--- config.mk ---
export PLATFORM = sky130hd
export DESIGN_NAME = i2c_reg_sequencer_flat
export DESIGN_NICKNAME = d
export VERILOG_FILES = /design/src/rtl/i2c_reg_sequencer_if.sv /design/src/rtl/i2c_reg_sequencer.sv /design/src/flat_wrapper.sv
export SDC_FILE = /design/constraint.sdc
export NUM_CORES = 1
export LEC_CHECK = 0
export BUFFER_PORTS_ARGS = -buffer_cell sky130_fd_sc_hd__buf_2
export CORE_MARGIN = 5
export CORE_UTILIZATION = 26
export CTS_BUF_LIST = sky130_fd_sc_hd__clkbuf_2 sky130_fd_sc_hd__clkbuf_4 sky130_fd_sc_hd__clkbuf_8
export CTS_CLUSTER_DIAMETER = 100
export DETAILED_ROUTE_END_ITERATION = 8
export PLACE_DENSITY = 0.47
export RECOVER_POWER = 100
export SYNTH_ARGS = -nofsm -noshare
export SYNTH_HDL_FRONTEND = slang
export SYNTH_SLANG_ARGS = --single-unit
--- constraint.sdc ---
create_clock -name clk -period 2.75 [get_ports clk]
set_input_delay 0.55 -clock clk [delete_from_list [all_inputs] [get_ports clk]]
set_output_delay 0.55 -clock clk [all_outputs]
set_load 0.03 [all_outputs]
--- src/rtl/i2c_reg_sequencer_if.sv ---
// Host request/response channel plus the byte-command channel to the I2C master.
// The slave modport is the sequencer's view; master is the surrounding environment.
interface i2c_reg_sequencer_if;
   logic       req_valid;
   logic       req_ready;
   logic       req_rw;
   logic [6:0] req_dev;
   logic [7:0] req_reg;
   logic [7:0] req_wdata;
   logic       rsp_valid;
   logic       rsp_ready;
   logic [7:0] rsp_rdata;
   logic [1:0] rsp_err;
   logic       m_cmd_valid;
   logic       m_cmd_ready;
   logic [1:0] m_cmd;
   logic [7:0] m_wdata;
   logic       m_done;
   logic       m_ack;
   logic [7:0] m_rdata;
   logic       m_abort;

   // valid/ready: a transfer happens on every clock edge where both are high; the
   // sender keeps valid and its payload stable until that edge.
   modport slave (
      input  req_valid, req_rw, req_dev, req_reg, req_wdata, rsp_ready,
             m_cmd_ready, m_done, m_ack, m_rdata,
      output req_ready, rsp_valid, rsp_rdata, rsp_err, m_cmd_valid, m_cmd,
             m_wdata, m_abort
   );

   modport master (
      output req_valid, req_rw, req_dev, req_reg, req_wdata, rsp_ready,
             m_cmd_ready, m_done, m_ack, m_rdata,
      input  req_ready, rsp_valid, rsp_rdata, rsp_err, m_cmd_valid, m_cmd,
             m_wdata, m_abort
   );
endinterface

--- src/rtl/i2c_reg_sequencer.sv ---
// Turns one register read/write request into the START/WRITE/READ/STOP byte-command
// sequence for the I2C master, with NACK abort, command timeout and one response per request.
module i2c_reg_sequencer #(
   parameter int TIMEOUT_CYCLES = 100000,
   parameter int TO_W           = $clog2(TIMEOUT_CYCLES + 1)
) (
   input  logic                      clk,
   input  logic                      reset,
   i2c_reg_sequencer_if.slave        bus,
   output logic [2:0]                dbg_state_o
);

   localparam logic [2:0] S_IDLE       = 3'd0;
   localparam logic [2:0] S_ISSUE      = 3'd1;
   localparam logic [2:0] S_WAIT       = 3'd2;
   localparam logic [2:0] S_ABORT_STOP = 3'd3;
   localparam logic [2:0] S_RESP       = 3'd4;

   localparam logic [1:0] CMD_START = 2'b00;
   localparam logic [1:0] CMD_WRITE = 2'b01;
   localparam logic [1:0] CMD_READ  = 2'b10;
   localparam logic [1:0] CMD_STOP  = 2'b11;

   localparam logic [1:0] ERR_OK      = 2'b00;
   localparam logic [1:0] ERR_NACK    = 2'b01;
   localparam logic [1:0] ERR_TIMEOUT = 2'b10;

   localparam logic [TO_W-1:0] TO_LAST = TO_W'(TIMEOUT_CYCLES - 1);

   logic [2:0]      state_q, state_d;
   logic [2:0]      step_q, step_d;
   logic            rw_q, rw_d;
   logic [6:0]      dev_q, dev_d;
   logic [7:0]      reg_q, reg_d;
   logic [7:0]      wdata_q, wdata_d;
   logic [7:0]      rdata_q, rdata_d;
   logic [1:0]      err_q, err_d;
   logic [TO_W-1:0] cnt_q, cnt_d;
   logic            abort_q, abort_d;

   logic [1:0]      cur_cmd;
   logic [7:0]      cur_byte;
   logic [2:0]      last_step;
   logic            cmd_valid;

   // Command for the current step; any step past the data phase is STOP.
   always_comb begin
      cur_cmd  = CMD_STOP;
      cur_byte = 8'h00;
      case (step_q)
         3'd0: begin
            cur_cmd  = CMD_START;
            cur_byte = {dev_q, 1'b0};
         end
         3'd1: begin
            cur_cmd  = CMD_WRITE;
            cur_byte = reg_q;
         end
         3'd2: begin
            if (rw_q) begin
               cur_cmd  = CMD_START;
               cur_byte = {dev_q, 1'b1};
            end else begin
               cur_cmd  = CMD_WRITE;
               cur_byte = wdata_q;
            end
         end
         3'd3: begin
            if (rw_q) cur_cmd = CMD_READ;
         end
         default: ;
      endcase
   end

   assign last_step = rw_q ? 3'd4 : 3'd3;

   always_comb begin
      state_d = state_q;
      step_d  = step_q;
      rw_d    = rw_q;
      dev_d   = dev_q;
      reg_d   = reg_q;
      wdata_d = wdata_q;
      rdata_d = rdata_q;
      err_d   = err_q;
      cnt_d   = cnt_q;
      abort_d = 1'b0;
      case (state_q)
         S_IDLE: begin
            if (bus.req_valid) begin
               rw_d    = bus.req_rw;
               dev_d   = bus.req_dev;
               reg_d   = bus.req_reg;
               wdata_d = bus.req_wdata;
               step_d  = 3'd0;
               rdata_d = 8'h00;
               err_d   = ERR_OK;
               state_d = S_ISSUE;
            end
         end
         S_ISSUE, S_ABORT_STOP: begin
            if (bus.m_cmd_ready) begin
               cnt_d   = '0;
               state_d = S_WAIT;
            end
         end
         S_WAIT: begin
            // m_done takes priority over a timeout landing in the same cycle.
            if (bus.m_done) begin
               if ((cur_cmd == CMD_START || cur_cmd == CMD_WRITE) && !bus.m_ack) begin
                  err_d   = ERR_NACK;
                  step_d  = last_step;
                  state_d = S_ABORT_STOP;
               end else if (cur_cmd == CMD_STOP) begin
                  state_d = S_RESP;
               end else begin
                  if (cur_cmd == CMD_READ) rdata_d = bus.m_rdata;
                  step_d  = step_q + 3'd1;
                  state_d = S_ISSUE;
               end
            end else if (cnt_q == TO_LAST) begin
               abort_d = 1'b1;
               err_d   = ERR_TIMEOUT;
               rdata_d = 8'h00;
               state_d = S_RESP;
            end else begin
               cnt_d = cnt_q + TO_W'(1);
            end
         end
         S_RESP: begin
            if (bus.rsp_ready) state_d = S_IDLE;
         end
         default: state_d = S_IDLE;
      endcase
   end

   always_ff @(posedge clk or posedge reset) begin
      if (reset) begin
         state_q <= S_IDLE;
         step_q  <= 3'd0;
         rw_q    <= 1'b0;
         dev_q   <= 7'h00;
         reg_q   <= 8'h00;
         wdata_q <= 8'h00;
         rdata_q <= 8'h00;
         err_q   <= ERR_OK;
         cnt_q   <= '0;
         abort_q <= 1'b0;
      end else begin
         state_q <= state_d;
         step_q  <= step_d;
         rw_q    <= rw_d;
         dev_q   <= dev_d;
         reg_q   <= reg_d;
         wdata_q <= wdata_d;
         rdata_q <= rdata_d;
         err_q   <= err_d;
         cnt_q   <= cnt_d;
         abort_q <= abort_d;
      end
   end

   // Command payload is zeroed whenever no command is offered.
   assign cmd_valid       = (state_q == S_ISSUE) || (state_q == S_ABORT_STOP);
   assign bus.m_cmd_valid = cmd_valid;
   assign bus.m_cmd       = cmd_valid ? cur_cmd : 2'b00;
   assign bus.m_wdata     = cmd_valid ? cur_byte : 8'h00;
   assign bus.m_abort     = abort_q;
   assign bus.req_ready   = (state_q == S_IDLE);
   assign bus.rsp_valid   = (state_q == S_RESP);
   assign bus.rsp_rdata   = rdata_q;
   assign bus.rsp_err     = err_q;
   assign dbg_state_o     = state_q;

endmodule

--- src/flat_wrapper.sv ---
// flat-port wrapper written by rule: the top's interface ports become plain ports
module i2c_reg_sequencer_flat 
#(
   parameter int TIMEOUT_CYCLES = 100000,
   parameter int TO_W           = $clog2(TIMEOUT_CYCLES + 1)
)
  (clk, reset, dbg_state_o, bus_req_valid, bus_req_rw, bus_req_dev, bus_req_reg, bus_req_wdata, bus_rsp_ready, bus_m_cmd_ready, bus_m_done, bus_m_ack, bus_m_rdata, bus_req_ready, bus_rsp_valid, bus_rsp_rdata, bus_rsp_err, bus_m_cmd_valid, bus_m_cmd, bus_m_wdata, bus_m_abort);
  i2c_reg_sequencer_if bus_i ();
  input  logic clk;
  input  logic reset;
  output logic [2:0] dbg_state_o;
  input wire logic [$bits(bus_i.req_valid)-1:0] bus_req_valid;
  input wire logic [$bits(bus_i.req_rw)-1:0] bus_req_rw;
  input wire logic [$bits(bus_i.req_dev)-1:0] bus_req_dev;
  input wire logic [$bits(bus_i.req_reg)-1:0] bus_req_reg;
  input wire logic [$bits(bus_i.req_wdata)-1:0] bus_req_wdata;
  input wire logic [$bits(bus_i.rsp_ready)-1:0] bus_rsp_ready;
  input wire logic [$bits(bus_i.m_cmd_ready)-1:0] bus_m_cmd_ready;
  input wire logic [$bits(bus_i.m_done)-1:0] bus_m_done;
  input wire logic [$bits(bus_i.m_ack)-1:0] bus_m_ack;
  input wire logic [$bits(bus_i.m_rdata)-1:0] bus_m_rdata;
  output wire logic [$bits(bus_i.req_ready)-1:0] bus_req_ready;
  output wire logic [$bits(bus_i.rsp_valid)-1:0] bus_rsp_valid;
  output wire logic [$bits(bus_i.rsp_rdata)-1:0] bus_rsp_rdata;
  output wire logic [$bits(bus_i.rsp_err)-1:0] bus_rsp_err;
  output wire logic [$bits(bus_i.m_cmd_valid)-1:0] bus_m_cmd_valid;
  output wire logic [$bits(bus_i.m_cmd)-1:0] bus_m_cmd;
  output wire logic [$bits(bus_i.m_wdata)-1:0] bus_m_wdata;
  output wire logic [$bits(bus_i.m_abort)-1:0] bus_m_abort;
  assign bus_i.req_valid = bus_req_valid;
  assign bus_i.req_rw = bus_req_rw;
  assign bus_i.req_dev = bus_req_dev;
  assign bus_i.req_reg = bus_req_reg;
  assign bus_i.req_wdata = bus_req_wdata;
  assign bus_i.rsp_ready = bus_rsp_ready;
  assign bus_i.m_cmd_ready = bus_m_cmd_ready;
  assign bus_i.m_done = bus_m_done;
  assign bus_i.m_ack = bus_m_ack;
  assign bus_i.m_rdata = bus_m_rdata;
  assign bus_req_ready = bus_i.req_ready;
  assign bus_rsp_valid = bus_i.rsp_valid;
  assign bus_rsp_rdata = bus_i.rsp_rdata;
  assign bus_rsp_err = bus_i.rsp_err;
  assign bus_m_cmd_valid = bus_i.m_cmd_valid;
  assign bus_m_cmd = bus_i.m_cmd;
  assign bus_m_wdata = bus_i.m_wdata;
  assign bus_m_abort = bus_i.m_abort;
  i2c_reg_sequencer #(.TIMEOUT_CYCLES(TIMEOUT_CYCLES), .TO_W(TO_W)) u_core (.clk(clk), .reset(reset), .bus(bus_i), .dbg_state_o(dbg_state_o));
endmodule
==> impl_metrics.tcl, run 1 <==
set metrics [dict create \
    status "finished with violations" \
    failed_checks "max-capacitance violations" \
    grt_pass1_vias 2476 \
    min_path_type "input port to flop" \
    p_int_w 0.00232 \
    startpoint_type "flop" \
    fin_nets 414 \
    critPathTopFamily "simple AND/OR/NAND/NOR gates" \
    async_reset_ff_frac 1.00 \
    htree_levels 3 \
    path_clk_slew_ps 70 \
    cp_max_fo 8 \
    antenna_left 0 \
    clkSinkCount 58 \
    crit_path_max_incr_delay_ps 630 \
    crit_required_ps 2940 \
    arrival_ps 2820 \
    synth_common_cells "dfrtp_1, mux2_2, nand2_1, nor2_1, o21ai_0" \
    setup_violations 0 \
    netlist_area_sq_um 3010 \
    peakVddDrop_v 0.000407 \
    tightest_slew_ps 1490 \
    sw_frac_of_total 0.418 \
    p_switching_w 0.00166 \
    cts_hold_buf 0 \
    synth-edff-count 0 \
    grt.total_usage 0.112 \
    hold_violations 0 \
    synth_cell_types 45 \
    synth.net_count 339 \
    grt_pass1_wl_mm 12.6 \
    synth_seq_cells 58 \
    core.rowCount 39 \
    vias 2434 \
    synth.most_common_cell "dfrtp_1" \
    period_needed_ps 2630 \
    maxCapViolCount 1 \
    final_util 0.324 \
    core_sq_um 11400 \
    die_w_um 118 \
    seq_power_share 0.347 \
    root_buffer "clkbuf_8" \
    synthCells 294 \
    cts_setup_buffers 0 \
    final_max_slew_viol_count 0 \
    fin_skew_ps 8.64 \
    end_kind "flop" \
    cp_cell_sequence "or4b_1, or4_1, nor3_1, o22ai_2, mux2i_1" \
    gr-total-overflow 0 \
    max_freq_mhz 380 \
    rsz0062_at_grt "true" \
    die_area_sq_um 13800 \
    port_buffers 65 \
    layout-drive-gt1-share 0.293 \
    post-route-drc-count 0 \
    p_comb_frac 0.467 \
    ys.flop_type "dfrtp_1" \
    antenna_found_initial 0 \
    wirelength_mm 7.61 \
    critPathBufInv 0 \
    cts_buffers 9 \
    worstSetupPathType "flop to flop" \
    viasPerCell 4.73 \
    diodes 0 \
    grt_start_max_net_pins 59 \
    clockBufferDepth 2 \
    wl_per_cell_um 14.8 \
    synth_top_cell_area_share 0.482 \
    syn_area_per_cell_sq_um 10.2 \
    p_leak_nw 1.65 \
    start_util 0.265 \
    drtIter0Drc 123 \
    clk_latency_ps 340 \
    synth_top_area_cell "dfrtp_1" \
    gp_congestion 0.742 \
    ios 66 \
    fin_crit_sh 0.956 \
    post-dp-hpwl_mm 5.45 \
    crit_slowest_cell "or4_1" \
    ys_warn_count 0 \
    powerDensity_nw_per_um2 1080 \
    p_clk_frac 0.187 \
    fill_cells 1186 \
    relSlewSlack 0.00934 \
    syn_to_final_growth_pct 22.2 \
    yosys-top-cells-area "dfrtp_1, mux2_2, nand2_1" \
    hold_ws_ps 441 \
    fp.dieH_um 118 \
    drt_pass1_iterations 6 \
    ctsResizeCount 0 \
    synth_seq_area_share 0.482 \
    cts_tree "done" \
]
## through the flow
step / setup TNS (ps) / std cells / area (sq um) / power (W) / setup slack, ps
5_1_grt: -9.50 / 515 / 3680 / 0.00427 / -6.07
2_1_floorplan: 0 / 294 / 3020 / 0.00272 / 188
3_5_place_dp: 0 / 501 / 3570 / 0.00330 / 238
3_3_place_gp: 0 / 501 / 3570 / 0.00328 / 263
6_report: 0 / 515 / 3680 / 0.00398 / 122
4_1_cts: 0 / 515 / 3750 / 0.00408 / 39.6
## sequential cells by signal, summed over array words and instances (netlist names)
| signal | flops |
|---|---|
| u_core.step_q | 3 |
| u_core.reg_q | 8 |
| u_core.rw_q | 1 |
| u_core.dbg_state_o | 3 |
| u_core.bus.rsp_err | 2 |
| u_core.cnt_q | 17 |
| u_core.wdata_q | 8 |
| u_core.bus.rsp_rdata | 8 |
| u_core.dev_q | 7 |
| u_core.bus.m_abort | 1 |
## area by class of cell
| class | count | area, sq um | share of cell area |
|---|---|---|---|
| clock buffer | 10 | 131 | 0.0357 |
| clock inverter | 4 | 45.0 | 0.0122 |
| inverter | 16 | 60.1 | 0.0163 |
| multi-input combinational | 206 | 1420 | 0.387 |
| sequential | 58 | 1450 | 0.394 |
| tap | 143 | 179 | 0.0486 |
| timing repair buffer | 78 | 389 | 0.106 |
## placed cells by master (no fill, tap or decap), types with 16 or more instances in the layout
| cell | instances |
|---|---|
| inv_1 | 16 |
| nand2_1 | 29 |
| o21ai_0 | 17 |
| clkbuf_1 | 19 |
| nor2_1 | 22 |
| buf_2 | 47 |
| dfrtp_1 | 58 |
| mux2_2 | 31 |
| a21oi_1 | 16 |
## final timing paths
| kind | start | end | slack (ps) | cells past startpoint |
|---|---|---|---|---|
| worst max-delay path | u_core.cnt_q[8] | u_core.bus.rsp_rdata[2] | 120 | 5 |
| worst min-delay path | bus_req_wdata[6] | u_core.wdata_q[6] | 440 | 2 |
| worst max register to register | u_core.cnt_q[8] | u_core.bus.rsp_rdata[2] | 120 | 5 |
| worst min register to register | u_core.wdata_q[4] | u_core.wdata_q[4] | 510 | 1 |
| max in group asynchronous | reset | u_core.bus.rsp_rdata[5] | 1140 | 3 |
| min in group asynchronous | reset | u_core.wdata_q[0] | 720 | 3 |
## power by group through the flow
stage,clock (W),sequential (W),combinational [W]
floorplan,0,0.00143,0.00129
detailed placement,0,0.00139,0.00191
CTS,0.000776,0.00138,0.00192
global placement,0,0.00139,0.00190
finish,0.000743,0.00138,0.00186
global route,0.000811,0.00143,0.00203
## kinds of logic after synthesis
| group | count (synthesis) | share of synthesized area |
|---|---|---|
| and+or+nand+nor | 101 | 0.174 |
| DFF | 58 | 0.482 |
| AOI/OAI and AO/OA | 54 | 0.119 |
| muxes | 39 | 0.143 |
| buffers and inverters | 30 | 0.0403 |
| xor gates and xnor gates | 6 | 0.0175 |
| adders and majority gates | 6 | 0.0249 |
## layer usage
| layer | vias to the layer above | GRT usage | routed length [um] |
|---|---|---|---|
| met1 | 1176 | 0.145 | 3560 |
| met4 | 0 | 0.0387 | 76 |
| li1 | 1200 | - | - |
| met2 | 51 | 0.172 | 3570 |
| met5 | - | 0 | 0 |
| met3 | 7 | 0.0432 | 412 |
No activity file was read; power rests on OpenSTA's default activity.
==> run 2, diff against run 1 <==
PLACE_DENSITY = not set   (was 0.47)
==> impl_metrics.tcl, run 2 (synthesis results as in run 1) <==
set metrics [dict create \
    vias 2468 \
    hold_depth 2 \
    r2r-end "u_core.bus.rsp_rdata[4]" \
    arrival_ps 1980 \
    path_clk_slew_ps 60 \
    status "complete, no violations" \
    period_needed_ps 2530 \
    rrSetupSlack_ps 250 \
    place_worst_setup_slack_ps 236 \
    ios 66 \
    core_sq_um 11400 \
    powerDensity_nw_per_um2 1090 \
    placed_area_sq_um 3570 \
    syn_to_final_growth_pct 23.6 \
    hold_violations 0 \
    setup_violations 0 \
    fin_skew_ps 7.94 \
    cts_tree "done" \
    final_cell_count_no_fill 517 \
    largest_reg_flops 17 \
    fin_crit_sh 0.919 \
    ctsResizeCount 0 \
    grt.total_usage 0.115 \
    cts_setup_buffers 0 \
    fp.dieH_um 118 \
    wirelength_mm 7.59 \
    grt_pass1_wl_mm 12.9 \
    layout-drive-gt1-share 0.302 \
    start_util 0.265 \
    maxCapViolCount 0 \
    final_cell_mix "dfrtp_1, buf_2, mux2_2" \
    ff2ff_path_depth 5 \
    core.rowCount 39 \
    peakVddDrop_v 0.000417 \
    post-route-drc-count 0 \
    clkSinkCount 58 \
    design_area_sq_um 3720 \
    wl_per_cell_um 14.7 \
    clockBufferDepth 2 \
    viasPerCell 4.77 \
    fin_nets 414 \
    layout_commonest_cell "dfrtp_1" \
    die_w_um 118 \
    hold_start "bus_req_dev[2]" \
    gp_congestion 0.850 \
    fin_tns_setup_ps 0 \
    clk_latency_ps 340 \
    crit_required_ps 2200 \
    relSlewSlack 0.0217 \
    port_buffers 65 \
    tightest_slew_ps 1470 \
    fin_ws_ps 223 \
    final_max_slew_viol_count 0 \
    startpoint_type "flop" \
    cts_hold_buf 0 \
    drtIter0Drc 159 \
    gr-total-overflow 0 \
    cp_max_fo 12 \
    top_register "u_core.cnt_q" \
    cts_buffers 9 \
    grt_pass1_vias 2505 \
    hold_ws_ps 438 \
    r2r_start "u_core.cnt_q[8]" \
    p_leak_nw 1.67 \
    diodes 0 \
    place_inst 501 \
    max_freq_mhz 396 \
    hold_path_end "u_core.dev_q[2]" \
    drt_pass1_iterations 4 \
    min_path_type "input port to flop" \
    end_kind "primary output" \
    rsz0062_at_grt "false" \
    worstSetupPathType "flop to primary output" \
    grt_start_max_net_pins 59 \
    post-dp-hpwl_mm 5.56 \
    antenna_left 0 \
    htree_levels 3 \
    antenna_found_initial 0 \
    die_area_sq_um 13800 \
    root_buffer "clkbuf_8" \
]
==> run 2: cell count changes in the layout (fill, tap and decap cells not counted), sizes merged <==
cell,before,now
clkbuf,33,43
buf,55,49
clkinv,3,1
==> run 2: worst max-delay path by stage <==
stage | from | endpoint | slack, ps | depth (start not counted)
detailed placement | bus_m_done | u_core.cnt_q[16] | 240 | 6
CTS | u_core.step_q[0] | bus_m_wdata[7] | 50 | 6
global placement | bus_m_done | u_core.cnt_q[16] | 270 | 6
finish | u_core.rw_q | bus_m_wdata[5] | 220 | 4
floorplan | u_core.dbg_state_o[2] | u_core.reg_q[1] | 190 | 6
global route | u_core.step_q[0] | bus_m_wdata[7] | 10 | 6
==> run 2: metrics by stage <==
step / total power [W] / utilization
finish: 0.00406 / 0.327
CTS: 0.00416 / 0.332
global route: 0.00439 / 0.327
global placement: 0.00326 / 0.314
floorplan: 0.00272 / -
detailed placement: 0.00331 / 0.314
==> run 2: power breakdown <==
| part | total (W) | switching [W] | internal, W |
|---|---|---|---|
| clock network | 0.000828 | 0.000331 | 0.000497 |
| registers | 0.00138 | 0.000240 | 0.00114 |
| logic | 0.00185 | 0.00109 | 0.000765 |
==> run 2: worst max-delay path, stage by stage (launching register included) <==
cell and delay [ps]:
dfrtp_1 680, mux2_2 400, a222oi_1 280, nor2_1 80
clkbuf_2 190
==> run 2: final cells by class <==
type / instances / area [sq um]
Clock inverter: 2 / 35.0
Fill cell: 1205 / 7650
Clock buffer: 14 / 174
Sequential cell: 58 / 1450
Timing Repair Buffer: 78 / 393
Inverter: 16 / 60.1
Tap cell: 143 / 179
Multi-Input combinational cell: 206 / 1430
==> run 2: layer usage <==
metal  global-route usage  up-vias  share of wire
met5                    0        -              0
met4               0.0409        0          0.016
met3               0.0408       12          0.054
met2                0.180       52           0.48
met1                0.146     1197           0.45
li1                     -     1207              -
==> run 3, diff against run 2 <==
==> constraint.sdc (replaced) <==
create_clock -name clk -period 2.8 [get_ports clk]
set_input_delay 0.42 -clock clk [delete_from_list [all_inputs] [get_ports clk]]
set_output_delay 0.42 -clock clk [all_outputs]
set_load 0.03 [all_outputs]
==> impl_metrics.tcl, run 3 (synthesis results as in run 1) <==
set metrics [dict create \
    startpoint "u_core.step_q[0]" \
    hold_violations 0 \
    powerDensity_nw_per_um2 1060 \
    final_cell_count_no_fill 517 \
    place_inst 501 \
    start_util 0.265 \
    fin_tns_setup_ps 0 \
    die_area_sq_um 13800 \
    largest_reg_flops 17 \
    fin_skew_ps 7.14 \
    rrSetupSlack_ps 220 \
    path_clk_slew_ps 70 \
    peakVddDrop_v 0.000433 \
    arrival_ps 2180 \
    grt_start_max_net_pins 45 \
    vias 2471 \
    ios 66 \
    r2r-end "u_core.cnt_q[5]" \
    grt.total_usage 0.116 \
    relSlewSlack -0.119 \
    fp.dieH_um 118 \
    gr-total-overflow 0 \
    drtIter0Drc 127 \
    grt_pass1_vias 2551 \
    antenna_left 0 \
    antenna_found_initial 0 \
    setup_violations 0 \
    crit_required_ps 2380 \
    status "finished with violations" \
    p_leak_nw 1.65 \
    period_needed_ps 2600 \
    grt_pass1_wl_mm 13.0 \
    tightest_slew_ps 1680 \
    ff_latch_area_sq_um 1450 \
    r2r_start "u_core.cnt_q[8]" \
    startpoint_type "flop" \
    failed_checks "max-capacitance violations, max-slew violations" \
    wl_per_cell_um 14.9 \
    drt_pass1_iterations 4 \
    htree_levels 3 \
    hold_depth 2 \
    fin_nets 414 \
    cp_max_fo 9 \
    viasPerCell 4.78 \
    layout_commonest_cell "dfrtp_1" \
    clockBufferDepth 2 \
    post-route-drc-count 0 \
    worstSetupPathType "flop to primary output" \
    end_kind "primary output" \
    fill_cells 1173 \
    final_max_slew_viol_count 45 \
    syn_to_final_growth_pct 22.4 \
    min_path_type "input port to flop" \
    layout-drive-gt1-share 0.291 \
    hold_path_end "u_core.reg_q[2]" \
    multi_input_area_sq_um 1420 \
    max_freq_mhz 384 \
    fin_crit_sh 0.929 \
    gp_congestion 0.837 \
    core_sq_um 11400 \
    cts_buffers 9 \
    post-dp-hpwl_mm 5.72 \
    hold_start "bus_req_reg[2]" \
    maxCapViolCount 1 \
    root_buffer "clkbuf_8" \
    diodes 0 \
    wirelength_mm 7.71 \
    ff2ff_path_depth 6 \
    die_w_um 118 \
    cts_hold_buf 0 \
    port_buffers 65 \
    clk_latency_ps 340 \
    cts_tree "done" \
    core.rowCount 39 \
    clkSinkCount 58 \
    final_cell_mix "dfrtp_1, buf_2, mux2_2" \
    top_register "u_core.cnt_q" \
]
==> run 3: how the worst max path moves through the flow <==
| stage | slack, ps | cells past startpoint | endpoint |
|---|---|---|---|
| 2_1_floorplan | 240 | 6 | u_core.reg_q[1] |
| 4_1_cts | 60 | 6 | bus_m_wdata[5] |
| 3_5_place_dp | 370 | 6 | u_core.cnt_q[14] |
| 5_1_grt | -10 | 6 | bus_m_wdata[2] |
| 3_3_place_gp | 430 | 6 | bus_m_wdata[2] |
| 6_report | 200 | 6 | bus_m_wdata[5] |
==> run 3: final cells by class <==
cell class,instances,area share
Multi-Input combinational cell,206,0.386
Inverter,16,0.0163
Sequential cell,58,0.394
Clock inverter,2,0.00272
Timing Repair Buffer,78,0.104
Tap cell,143,0.0485
Clock buffer,14,0.0489
==> run 3: through the flow <==
stage / hold WS (ps) / util / power [W] / instance area [sq um] / setup slack (ps)
floorplan: 475 / - / 0.00267 / 3020 / 238
global placement: 486 / 0.313 / 0.00320 / 3560 / 428
detailed placement: 496 / 0.313 / 0.00324 / 3560 / 371
CTS: 289 / 0.330 / 0.00399 / 3750 / 61.5
global route: 288 / 0.324 / 0.00419 / 3690 / -9.63
finish: 307 / 0.324 / 0.00390 / 3690 / 199
==> run 3: power breakdown <==
part / internal (W) / leakage (nW) / switching [W] / total [W]
logic: 0.000738 / 0.797 / 0.00107 / 0.00181
clock network: 0.000411 / 0.103 / 0.000323 / 0.000734
registers: 0.00112 / 0.748 / 0.000238 / 0.00136
==> run 3: critical path, cell delays in order (launching register included) <==
cell	delay, ps
dfrtp_1	410
inv_1	120
ha_2	300
nor3_1	110
or3_1	480
nor2_1	190
clkbuf_2	230
==> run 3: routing by layer <==
layer | vias to the layer above | GRT usage | routed length (um)
li1 | 1200 | - | -
met2 | 49 | 0.186 | 3700
met5 | - | 0 | 0
met3 | 11 | 0.0336 | 269
met1 | 1211 | 0.147 | 3600
met4 | 0 | 0.0423 | 144
==> run 3: timing repair <==
action                     in CTS  in global routing
setup endpoints to repair       0                  8
resized for setup               0                  1
buffers inserted                0                  0
